## config.mk

```make
export PLATFORM = sky130hd
export DESIGN_NAME = id_ex_stage
export DESIGN_NICKNAME = d
export VERILOG_FILES = /design/src/rtl/id_ex_stage.sv
export SDC_FILE = /design/constraint.sdc
export NUM_CORES = 1
export LEC_CHECK = 0
export ABC_AREA = 0
export BUFFER_PORTS_ARGS = -buffer_cell sky130_fd_sc_hd__buf_4
export CORE_MARGIN = 5
export CORE_UTILIZATION = 46
export CTS_BUF_LIST = sky130_fd_sc_hd__clkbuf_8
export DETAILED_ROUTE_END_ITERATION = 10
export HOLD_SLACK_MARGIN = 0.02
export PLACE_DENSITY = 0.87
export SKIP_CTS_REPAIR_TIMING = 1
export SLEW_MARGIN = 30
export SYNTH_ARGS = -nofsm -noshare
export SYNTH_HDL_FRONTEND = slang
export SYNTH_SLANG_ARGS = --single-unit
```

## constraint.sdc

```tcl
create_clock -name clk -period 3.2 [get_ports clk]
set_input_delay 0.64 -clock clk [delete_from_list [all_inputs] [get_ports clk]]
set_output_delay 0.64 -clock clk [all_outputs]
set_load 0.03 [all_outputs]
```

## src/rtl/id_ex_stage.sv

```systemverilog
// ============================================================================
// Module  : id_ex_stage
// Purpose : ID/EX pipeline register with ALU control decode, EX/MEM and MEM/WB
//           operand forwarding, and load-use bubble insertion for a 5-stage MIPS.
// Revision: 1.0 - initial release
// ============================================================================
`default_nettype none

module id_ex_stage #(
    parameter int WIDTH = 32,
    parameter int RADDR = 5
) (
    input  logic             clk,
    input  logic             rst_n,
    input  logic             stall,
    input  logic             flush,
    input  logic             in_valid,
    input  logic [WIDTH-1:0] in_pc4,
    input  logic [WIDTH-1:0] in_rd1,
    input  logic [WIDTH-1:0] in_rd2,
    input  logic [WIDTH-1:0] in_imm,
    input  logic [RADDR-1:0] in_rs,
    input  logic [RADDR-1:0] in_rt,
    input  logic [RADDR-1:0] in_rd,
    input  logic [1:0]       in_aluop,
    input  logic [5:0]       in_funct,
    input  logic             in_alusrc,
    input  logic             in_regdst,
    input  logic             in_regwrite,
    input  logic             in_memread,
    input  logic             in_memwrite,
    input  logic             in_memtoreg,
    input  logic             in_branch,
    input  logic             exmem_regwrite,
    input  logic [RADDR-1:0] exmem_rd,
    input  logic [WIDTH-1:0] exmem_result,
    input  logic             memwb_regwrite,
    input  logic [RADDR-1:0] memwb_rd,
    input  logic [WIDTH-1:0] memwb_result,
    output logic [WIDTH-1:0] alu_a,
    output logic [WIDTH-1:0] alu_b,
    output logic [2:0]       alu_control,
    output logic             ex_valid,
    output logic [RADDR-1:0] ex_write_reg,
    output logic [WIDTH-1:0] ex_store_data,
    output logic             ex_regwrite,
    output logic             ex_memread,
    output logic             ex_memwrite,
    output logic             ex_memtoreg,
    output logic             ex_branch,
    output logic [WIDTH-1:0] ex_branch_target,
    output logic [WIDTH-1:0] ex_pc4,
    output logic             load_use_hazard,
    output logic             illegal_op
);

    localparam logic [1:0] ALUOP_MEM   = 2'b00;
    localparam logic [1:0] ALUOP_BEQ   = 2'b01;
    localparam logic [1:0] ALUOP_RTYPE = 2'b10;

    localparam logic [5:0] FUNCT_ADD = 6'b100000;
    localparam logic [5:0] FUNCT_SUB = 6'b100010;
    localparam logic [5:0] FUNCT_AND = 6'b100100;
    localparam logic [5:0] FUNCT_OR  = 6'b100101;
    localparam logic [5:0] FUNCT_SLT = 6'b101010;

    localparam logic [2:0] ALU_AND = 3'b000;
    localparam logic [2:0] ALU_OR  = 3'b001;
    localparam logic [2:0] ALU_ADD = 3'b010;
    localparam logic [2:0] ALU_BAD = 3'b011;
    localparam logic [2:0] ALU_SUB = 3'b110;
    localparam logic [2:0] ALU_SLT = 3'b111;

    typedef struct packed {
        logic             valid;
        logic [WIDTH-1:0] pc4;
        logic [WIDTH-1:0] rd1;
        logic [WIDTH-1:0] rd2;
        logic [WIDTH-1:0] imm;
        logic [RADDR-1:0] rs;
        logic [RADDR-1:0] rt;
        logic [RADDR-1:0] rd;
        logic [1:0]       aluop;
        logic [5:0]       funct;
        logic             alusrc;
        logic             regdst;
        logic             regwrite;
        logic             memread;
        logic             memwrite;
        logic             memtoreg;
        logic             branch;
    } id_ex_t;

    id_ex_t           entry_d;
    id_ex_t           entry_q;
    logic [RADDR-1:0] write_reg;
    logic [WIDTH-1:0] fwd_a;
    logic [WIDTH-1:0] fwd_b;
    logic             bad_op;

    assign write_reg = entry_q.regdst ? entry_q.rd : entry_q.rt;

    assign load_use_hazard = entry_q.valid & entry_q.memread & (write_reg != '0) & in_valid
                           & ((write_reg == in_rs) | (write_reg == in_rt));

    // A load-use bubble overrides stall so the dependent instruction is not lost twice.
    always_comb begin
        entry_d = entry_q;
        if (flush || load_use_hazard) begin
            entry_d = '0;
        end else if (!stall) begin
            entry_d.valid    = in_valid;
            entry_d.pc4      = in_pc4;
            entry_d.rd1      = in_rd1;
            entry_d.rd2      = in_rd2;
            entry_d.imm      = in_imm;
            entry_d.rs       = in_rs;
            entry_d.rt       = in_rt;
            entry_d.rd       = in_rd;
            entry_d.aluop    = in_aluop;
            entry_d.funct    = in_funct;
            entry_d.alusrc   = in_alusrc;
            entry_d.regdst   = in_regdst;
            entry_d.regwrite = in_regwrite;
            entry_d.memread  = in_memread;
            entry_d.memwrite = in_memwrite;
            entry_d.memtoreg = in_memtoreg;
            entry_d.branch   = in_branch;
        end
    end

    always_ff @(posedge clk or negedge rst_n) begin
        if (!rst_n) begin
            entry_q <= '0;
        end else begin
            entry_q <= entry_d;
        end
    end

    always_comb begin
        alu_control = ALU_BAD;
        bad_op      = 1'b0;
        case (entry_q.aluop)
            ALUOP_MEM: alu_control = ALU_ADD;
            ALUOP_BEQ: alu_control = ALU_SUB;
            ALUOP_RTYPE: begin
                case (entry_q.funct)
                    FUNCT_ADD: alu_control = ALU_ADD;
                    FUNCT_SUB: alu_control = ALU_SUB;
                    FUNCT_AND: alu_control = ALU_AND;
                    FUNCT_OR:  alu_control = ALU_OR;
                    FUNCT_SLT: alu_control = ALU_SLT;
                    default:   bad_op      = 1'b1;
                endcase
            end
            default: bad_op = 1'b1;
        endcase
    end

    // EX/MEM is the younger producer, so it is checked first; r0 is never forwarded.
    always_comb begin
        fwd_a = entry_q.rd1;
        if (exmem_regwrite && (exmem_rd != '0) && (exmem_rd == entry_q.rs)) begin
            fwd_a = exmem_result;
        end else if (memwb_regwrite && (memwb_rd != '0) && (memwb_rd == entry_q.rs)) begin
            fwd_a = memwb_result;
        end
    end

    always_comb begin
        fwd_b = entry_q.rd2;
        if (exmem_regwrite && (exmem_rd != '0) && (exmem_rd == entry_q.rt)) begin
            fwd_b = exmem_result;
        end else if (memwb_regwrite && (memwb_rd != '0) && (memwb_rd == entry_q.rt)) begin
            fwd_b = memwb_result;
        end
    end

    assign alu_a            = fwd_a;
    assign alu_b            = entry_q.alusrc ? entry_q.imm : fwd_b;
    assign ex_store_data    = fwd_b;
    assign illegal_op       = bad_op & entry_q.valid;
    assign ex_valid         = entry_q.valid;
    assign ex_write_reg     = write_reg;
    assign ex_regwrite      = entry_q.regwrite & entry_q.valid;
    assign ex_memread       = entry_q.memread  & entry_q.valid;
    assign ex_memwrite      = entry_q.memwrite & entry_q.valid;
    assign ex_memtoreg      = entry_q.memtoreg & entry_q.valid;
    assign ex_branch        = entry_q.branch   & entry_q.valid;
    assign ex_branch_target = entry_q.pc4 + {entry_q.imm[WIDTH-3:0], 2'b00};
    assign ex_pc4           = entry_q.pc4;

endmodule

`default_nettype wire

```

==> summary.md, run 1 <==
After floorplanning, the core was divided into 55 placement rows. The clock period minus worst slack is 3.96 ns. The number of antenna-violating nets in the routed design is 0, and the area of the core region is 22400 µm². The share of layout cells above drive strength 1 came out at 0.474. The critical path launch point type was a flip-flop. The full die area is 25600 µm², and the synthesized netlist cell count is 1064.

For this run, design rule violations remaining after detail routing come to 0. The mean number of vias per cell works out to 5.61. The placed instances occupy a cell area of 14200 µm². The final reports fail on negative setup slack. The run finished, with violations left. The max-slew violation total from the final report was 0; the number of sinks on the clock net was 159.

The largest fanout on the critical path came out at 2. The number of nets in the synthesized netlist is 1333. The clock reaches the later pin of the worst-skew pair after 0.46 ns.

The critical path is of the reg2out type. After clock tree synthesis, the clock-pin slew on the worst setup and hold paths is 0.10 ns. The H-tree was split into 4 levels. The run gives 0.462 as the initial core utilization. The area growth from synthesis to final layout was 54.7%; the number of placed instances with taps included was 1752. The fraction of power consumed by the clock network was 0.287.

The first global-routing pass estimated 56700 µm of wire. The proportion of register bits with asynchronous set or reset after synthesis is 1.00. Library cell with the largest summed area after synthesis: dfrtp_1. Setup repair after global routing could not meet its margin everywhere. The total number of yosys warnings is 0, and the hold violation count in the final report is 0. The run gives 57 as the number of distinct library cells after synthesis.

The area share of the largest cell type after synthesis came out at 0.384. 0 antenna diodes ended up in the layout. In this run, CTS created clock tree buffers numbering 17. Derived from the worst setup path, the maximum achievable clock frequency is 253 MHz. The mean cell area of the mapped netlist is 9.74 µm². The largest stage delay on the critical path was 0.50 ns; the worst max-slew margin expressed relative to the limit was 0.643. The count of state elements after synthesis was 159; the internal power contribution was 3.96 mW. The total wirelength of the detailed-routed design is 41000 µm, and the share of total power in sequential cells is 0.372. Data on the critical path arrives at its endpoint at 3.32 ns. After the last flow step, the layout net total stands at 1791. The design area was 16000 µm². The tools report the number of max-cap violations as 0.

The total overflow reported by the global router was 0; the post-detailed-route wirelength per cell was 22.5 µm. Summed over all cells, the static leakage comes to 8.00 nW. The number of global-route vias before repair was 9989; the number of design-rule violations left by the first detailed-router iteration was 757.

The cell at the root of the clock tree was clkbuf_8. The total vias in the final route was 10210. The setup-violating endpoint count in the final report came out at 72.

The tools report the synthesized area as 10400 µm². Entering global routing, the biggest net connects 67 pins. For this run, the detailed router's first-pass iteration total came to 5.

The final standard cell count with taps included and fillers excluded came out at 1820. The share of total power consumed by net switching works out to 0.344. The die width came out at 160 µm. Yosys attributes the largest share of cell area to dfrtp_1 38%, mux2i_1 22%, nor2_1 6.3%. Switching power: 2.08 mW.

Among all flip-flop cells after synthesis, the most frequent one is dfrtp_1. Die boundary height: 160 µm. Slowest cell on the critical path: or4b_1. The tools report the critical register-to-register path startpoint as entry_q[5]$_DFFE_PN0P_. The tools report the setup slack after layout as -0.757 ns.

Pin placement for this block handled 415 I/O pins. Between clock sinks in the finished design, the worst skew comes to 0.0210 ns. The total routing resource utilization after global routing came out at 0.280. Path type of the worst min-delay path: in2async.

The number of antenna violations at the first check in global routing is 4, and the number of port buffers is 414. The run gives 0.384 as the portion of the post-synthesis area used by sequential elements. TritonCTS built the clock tree.

After detailed routing, no signal wire sits above met5. Most frequent cell after synthesis: mux2i_1. The number of enable flip-flop cells after synthesis is 0.

The tools report the register area as 3990 µm². The met2 routed wirelength is 20800 µm, and the slew at the pin with the worst max-slew slack is 0.536 ns. The run gives 1511 as the filler cell count.

The ratio of total power to cell area was 377 nW/µm². Share of the clock period used by the worst path: 1.24. The logs give 2 for the number of buffers on the longest clock path and 15200 µm for the wire length the detailed router placed on met1.

The commonest cells after synthesis are 226 x mux2i_1, 175 x nor2_1, 159 x dfrtp_1, 76 x nand2_1, 61 x o21ai_0. Required arrival time at the worst endpoint: 2.56 ns. The worst-case IR drop observed on VDD is 234 µV. Routability-driven placement finished with a final weighted congestion of 0.934.

After legalization and detailed placement, the total HPWL measured 29300 µm. The critical path goes through ha_2, inv_2, fa_2, and2b_2, o2111ai_4, a21oi_4, o211ai_4, o31ai_4, a311oi_2, or4b_1, nand4_1, buf_6. Combinational fraction of design power: 0.341.

For the footprint of the multi-input gates, the log shows 6510 µm². The startpoint of the worst setup timing path was ex_pc4[2]$_DFFE_PN0P_. The tools report the routed wire length on met3 as 3260 µm.

The tools report the kind of capture point of the worst setup path as an output port.
## stage by stage
stage | hold slack, ns | setup TNS (ns) | worst slack, ns | total power [mW] | utilization
6_report | 0.128 | -11.27 | -0.757 | 6.04 | 0.715
5_1_grt | 0.128 | -20.33 | -0.874 | 6.27 | 0.715
4_1_cts | 0.111 | -16.55 | -0.782 | 5.85 | 0.653
3_5_place_dp | 0.509 | -1.50 | -0.256 | 4.12 | 0.633
3_3_place_gp | 0.498 | -1.09 | -0.215 | 4.07 | 0.633
2_1_floorplan | 0.344 | -0.548 | -0.184 | 3.27 | -
## logic make-up after synthesis
group | synth area share
flip-flops | 0.384
AO/OA/AOI/OAI | 0.0855
XOR/XNOR | 0.0490
multiplexers | 0.259
adder cells (fa/ha/maj) | 0.0369
buffers and inverters | 0.0629
AND/OR/NAND/NOR | 0.123
## final cells by class
class	count	area share
clock buffer	18	0.0155
clock inverter	14	0.0128
inverter	14	0.00328
multi-input combinational	797	0.406
sequential	159	0.249
tap	285	0.0222
timing repair buffer	533	0.292
## critical path, delay by kind of cell (launching register included)
kind	cells	cell delay (ns)
adder cells (fa/ha/maj)	2	0.55
buffers and inverters	2	0.20
flip-flops	1	0.37
AND/OR/NAND/NOR	3	0.90
AO/OA/AOI/OAI	5	0.84
## registers in the layout (all words and copies together) (netlist names)
register / flops
entry_q: 126
ex_valid: 1
ex_pc4: 32
## power by group through the flow
| stage | Combinational (mW) | Sequential (mW) | Clock, mW |
|---|---|---|---|
| CTS | 1.85 | 2.23 | 1.76 |
| global route | 2.17 | 2.26 | 1.84 |
| finish | 2.06 | 2.25 | 1.73 |
| global placement | 1.81 | 2.27 | 0 |
| floorplan | 1.05 | 2.22 | 0 |
| detailed placement | 1.84 | 2.27 | 0 |
## layout by cell type, fill, tap and decap left out, drive strengths merged, types with 5 or more instances in the layout
| cell type | instances |
|---|---|
| buf | 526 |
| mux2i | 229 |
| nor2 | 175 |
| dfrtp | 159 |
| o21ai | 80 |
| nand2 | 76 |
| xnor2 | 38 |
| mux2 | 32 |
| ha | 29 |
| a21oi | 25 |
| clkbuf | 25 |
| inv | 21 |
| xor2 | 20 |
| a21o | 16 |
| nand3 | 11 |
| and2 | 8 |
| nor3 | 6 |
| nand4 | 5 |
## routing by layer
metal | vias up | GRT usage
met3 | 132 | 0.0658
met5 | - | 0
li1 | 4571 | -
met1 | 4939 | 0.353
met2 | 560 | 0.474
met4 | 8 | 0.0974
## final timing paths
path / slack, ns / cells after the start / to
setup / recovery: -0.76 / 12 / ex_branch_target[30]
hold / removal: 0.13 / 1 / entry_q[17]$_DFFE_PN0P_
setup reg to reg: 0.56 / 9 / entry_q[80]$_DFFE_PN0P_
hold reg to reg: 0.53 / 2 / entry_q[12]$_DFFE_PN0P_
max in group asynchronous: 2.27 / 2 / entry_q[6]$_DFFE_PN0P_
min in group clk: 0.42 / 3 / entry_q[15]$_DFFE_PN0P_
No activity file was read; power rests on OpenSTA's default activity.
==> run 2: changes to the inputs <==
- GPL_ROUTABILITY_DRIVEN: unset -> 0
- REMOVE_ABC_BUFFERS: unset -> 1
==> summary.md, run 2 (synthesis results as in run 1) <==
The root buffer cell chosen for the clock tree is clkbuf_8. Cell internal power was estimated by the tool at 3.68 mW. The logs give 17 for the clock buffer count from CTS and 8.15 nW for the leakage power.

Data on the critical path is required at its endpoint by 2.56 ns. The class of the most critical setup path is reg2out. Die width: 160 µm. In the layout the commonest cells are 479 x buf_4, 208 x mux2i_1, 172 x nor2_1. For this run, the top clock speed supported by timing is 247 MHz. The critical path starts at entry_q[30]$_DFFE_PN0P_. The largest stage delay on the critical path is 0.50 ns, and the layout net count is 1840. Filler cell count: 1410. The tools report the critical register-to-register path startpoint as entry_q[20]$_DFFE_PN0P_. From bottom edge to top edge, the die measures 160 µm. After floorplanning, the core was divided into 55 placement rows. For the final routed database, the setup TNS stands at -11.98 ns.

Hold is met by 0.151 ns. The run finished, with violations left. Counting tap cells, the placed design contains a total of 1785 instances.

The logs give 0 for the hold violation count in the final report and 3.41 ns for the arrival time of data at the critical path endpoint. In the final layout, flip-flops and latches occupy 3990 µm². Final HPWL from detailed placement: 28900 µm.

Excluding fillers, the count of instances in the completed layout stands at 1870. The number of port buffers works out to 414. STA classifies the critical path startpoint as a flip-flop. After detailed routing, the number of vias per cell comes to 5.70. The initial core utilization is 0.462. The tools report the kind of capture point of the worst setup path as an output port. The share of layout cells above drive strength 1 is 0.480. The share of the clock period used by the worst path is 1.26, and the area of the core region is 22400 µm².

The tools report the worst flop-to-flop path endpoint as entry_q[89]$_DFFE_PN0P_. During I/O placement, the number of pins put on the boundary was 415. The run gives -0.846 ns as the setup slack after layout. For this design, the sink count on the clock tree is 159.

The number of buffers on the longest clock path was 2; the max-slew violation total from the final report was 0. Setup violations remaining at the end of the flow were counted as 80. Share of total power in sequential cells: 0.383. The final worst clock skew is 0.0250 ns. The slew at the pin with the worst max-slew slack was 0.787 ns. The switching power was 2.20 mW. Full die area: 25600 µm². For the finished layout, the period the worst path requires is 4.05 ns. The number of antenna violations at the first check in global routing is 1. The number of flip-flops under the largest register name works out to 126. The run gives 6470 µm² as the footprint of the multi-input gates.

The largest fanout on the critical path is 3, and the maximum number of pins on one net before global-route repair is 66. The final reports fail on negative setup slack. Later-pin clock latency in the skew report: 0.46 ns. The largest individual stage delay along the critical path comes from the cell or4b_1. In this run the remaining antenna-violating nets after routing total 0. After clock tree synthesis, the clock-pin slew on the worst setup and hold paths is 0.11 ns.

From synthesis to final layout, the design area changed by 56.9%. The number of max-cap violations was 0. In the routed design, unresolved DRC markers number 0. The post-detailed-route wirelength per cell came out at 22.9 µm.

The signal on the critical path passes through ha_2, inv_2, fa_2, and2b_2, o2111ai_4, a21oi_4, o211ai_4, o31ai_4, a311oi_2, or4b_1, nand4_1, buf_6. The worst-case IR drop observed on VDD is 297 µV. The path type of the worst min-delay path is in2async. Counting flops per register, the top entry is entry_q. The number of global-route vias before repair was 10364. Before antenna repair, the detailed router went through 6 iterations. The number of cells on the worst reg-to-reg path is 11.

The global-route wire length before repair was 55900 µm; the worst max-slew margin expressed relative to the limit was 0.475. For this block, the initial DRC count from the detailed router was 979. TritonCTS built the clock tree.

After detailed routing, the total wire length is 42900 µm. Setup repair after global routing could not meet its margin everywhere. For this design the ratio of total power to cell area is 361 nW/µm². The critical path endpoint is ex_branch_target[30].

The logs give 0.261 for the fraction of power consumed by the clock network and 10661 for the total vias in the final route. In this run the number of H-tree levels came out at 4. The share of total power consumed by net switching came out at 0.374.

The tools report the combinational fraction of design power as 0.356. The commonest non-fill, non-tap cell in the layout is buf_4. Across all register-to-register paths, the minimum setup slack is 0.43 ns. The total overflow reported by the global router was 0.

The tools report the total routing resource utilization after global routing as 0.274.
[run 2: worst min-delay path by stage]
stage | depth (start not counted) | from | slack [ns] | end
floorplan | 0 | rst_n | 0.34 | entry_q[0]$_DFFE_PN0P_
detailed placement | 2 | entry_q[80]$_DFFE_PN0P_ | 0.51 | entry_q[80]$_DFFE_PN0P_
finish | 1 | rst_n | 0.15 | ex_pc4[8]$_DFFE_PN0P_
global route | 1 | rst_n | 0.18 | entry_q[70]$_DFFE_PN0P_
global placement | 2 | entry_q[4]$_DFFE_PN0P_ | 0.50 | entry_q[4]$_DFFE_PN0P_
CTS | 1 | rst_n | 0.15 | entry_q[68]$_DFFE_PN0P_
[run 2: per-stage QoR]
stage	util	total power, mW	cell area (µm²)	setup slack, ns
floorplan	-	3.16	9770	-3.72
global placement	0.641	4.07	14400	-0.356
detailed placement	0.641	4.12	14400	-0.401
CTS	0.659	5.64	14800	-0.940
global route	0.725	6.08	16300	-0.942
finish	0.725	5.87	16300	-0.846
[run 2: critical path, delay by kind of cell, from the launching register on]
| family | cells | cell delay (ns) |
|---|---|---|
| AO/OA/AOI/OAI | 5 | 0.92 |
| adder cells (fa/ha/maj) | 2 | 0.54 |
| buffers and inverters | 2 | 0.19 |
| flip-flops | 1 | 0.38 |
| AND/OR/NAND/NOR | 3 | 0.92 |
[run 2: per-layer routing]
| layer | global-route usage | share of wire | vias up |
|---|---|---|---|
| li1 | - | - | 4676 |
| met1 | 0.333 | 0.37 | 5172 |
| met2 | 0.460 | 0.51 | 641 |
| met3 | 0.0650 | 0.077 | 172 |
| met4 | 0.127 | 0.049 | 0 |
| met5 | 0 | 0 | - |
[run 2: final cells by class]
type / count / share of cell area
clock buffer: 17 / 0.0144
inverter: 14 / 0.00323
timing repair buffer: 582 / 0.307
multi-input combinational: 797 / 0.398
antenna: 1 / 0.000154
tap: 285 / 0.0219
sequential: 159 / 0.245
clock inverter: 15 / 0.0100
[run 2: power by group through the flow]
stage	Clock (mW)	Combinational (mW)	Sequential (mW)
after floorplan	0	0.876	2.28
after global placement	0	1.81	2.26
after detailed placement	0	1.85	2.27
after CTS	1.56	1.86	2.23
after global routing	1.63	2.19	2.26
final	1.53	2.09	2.25
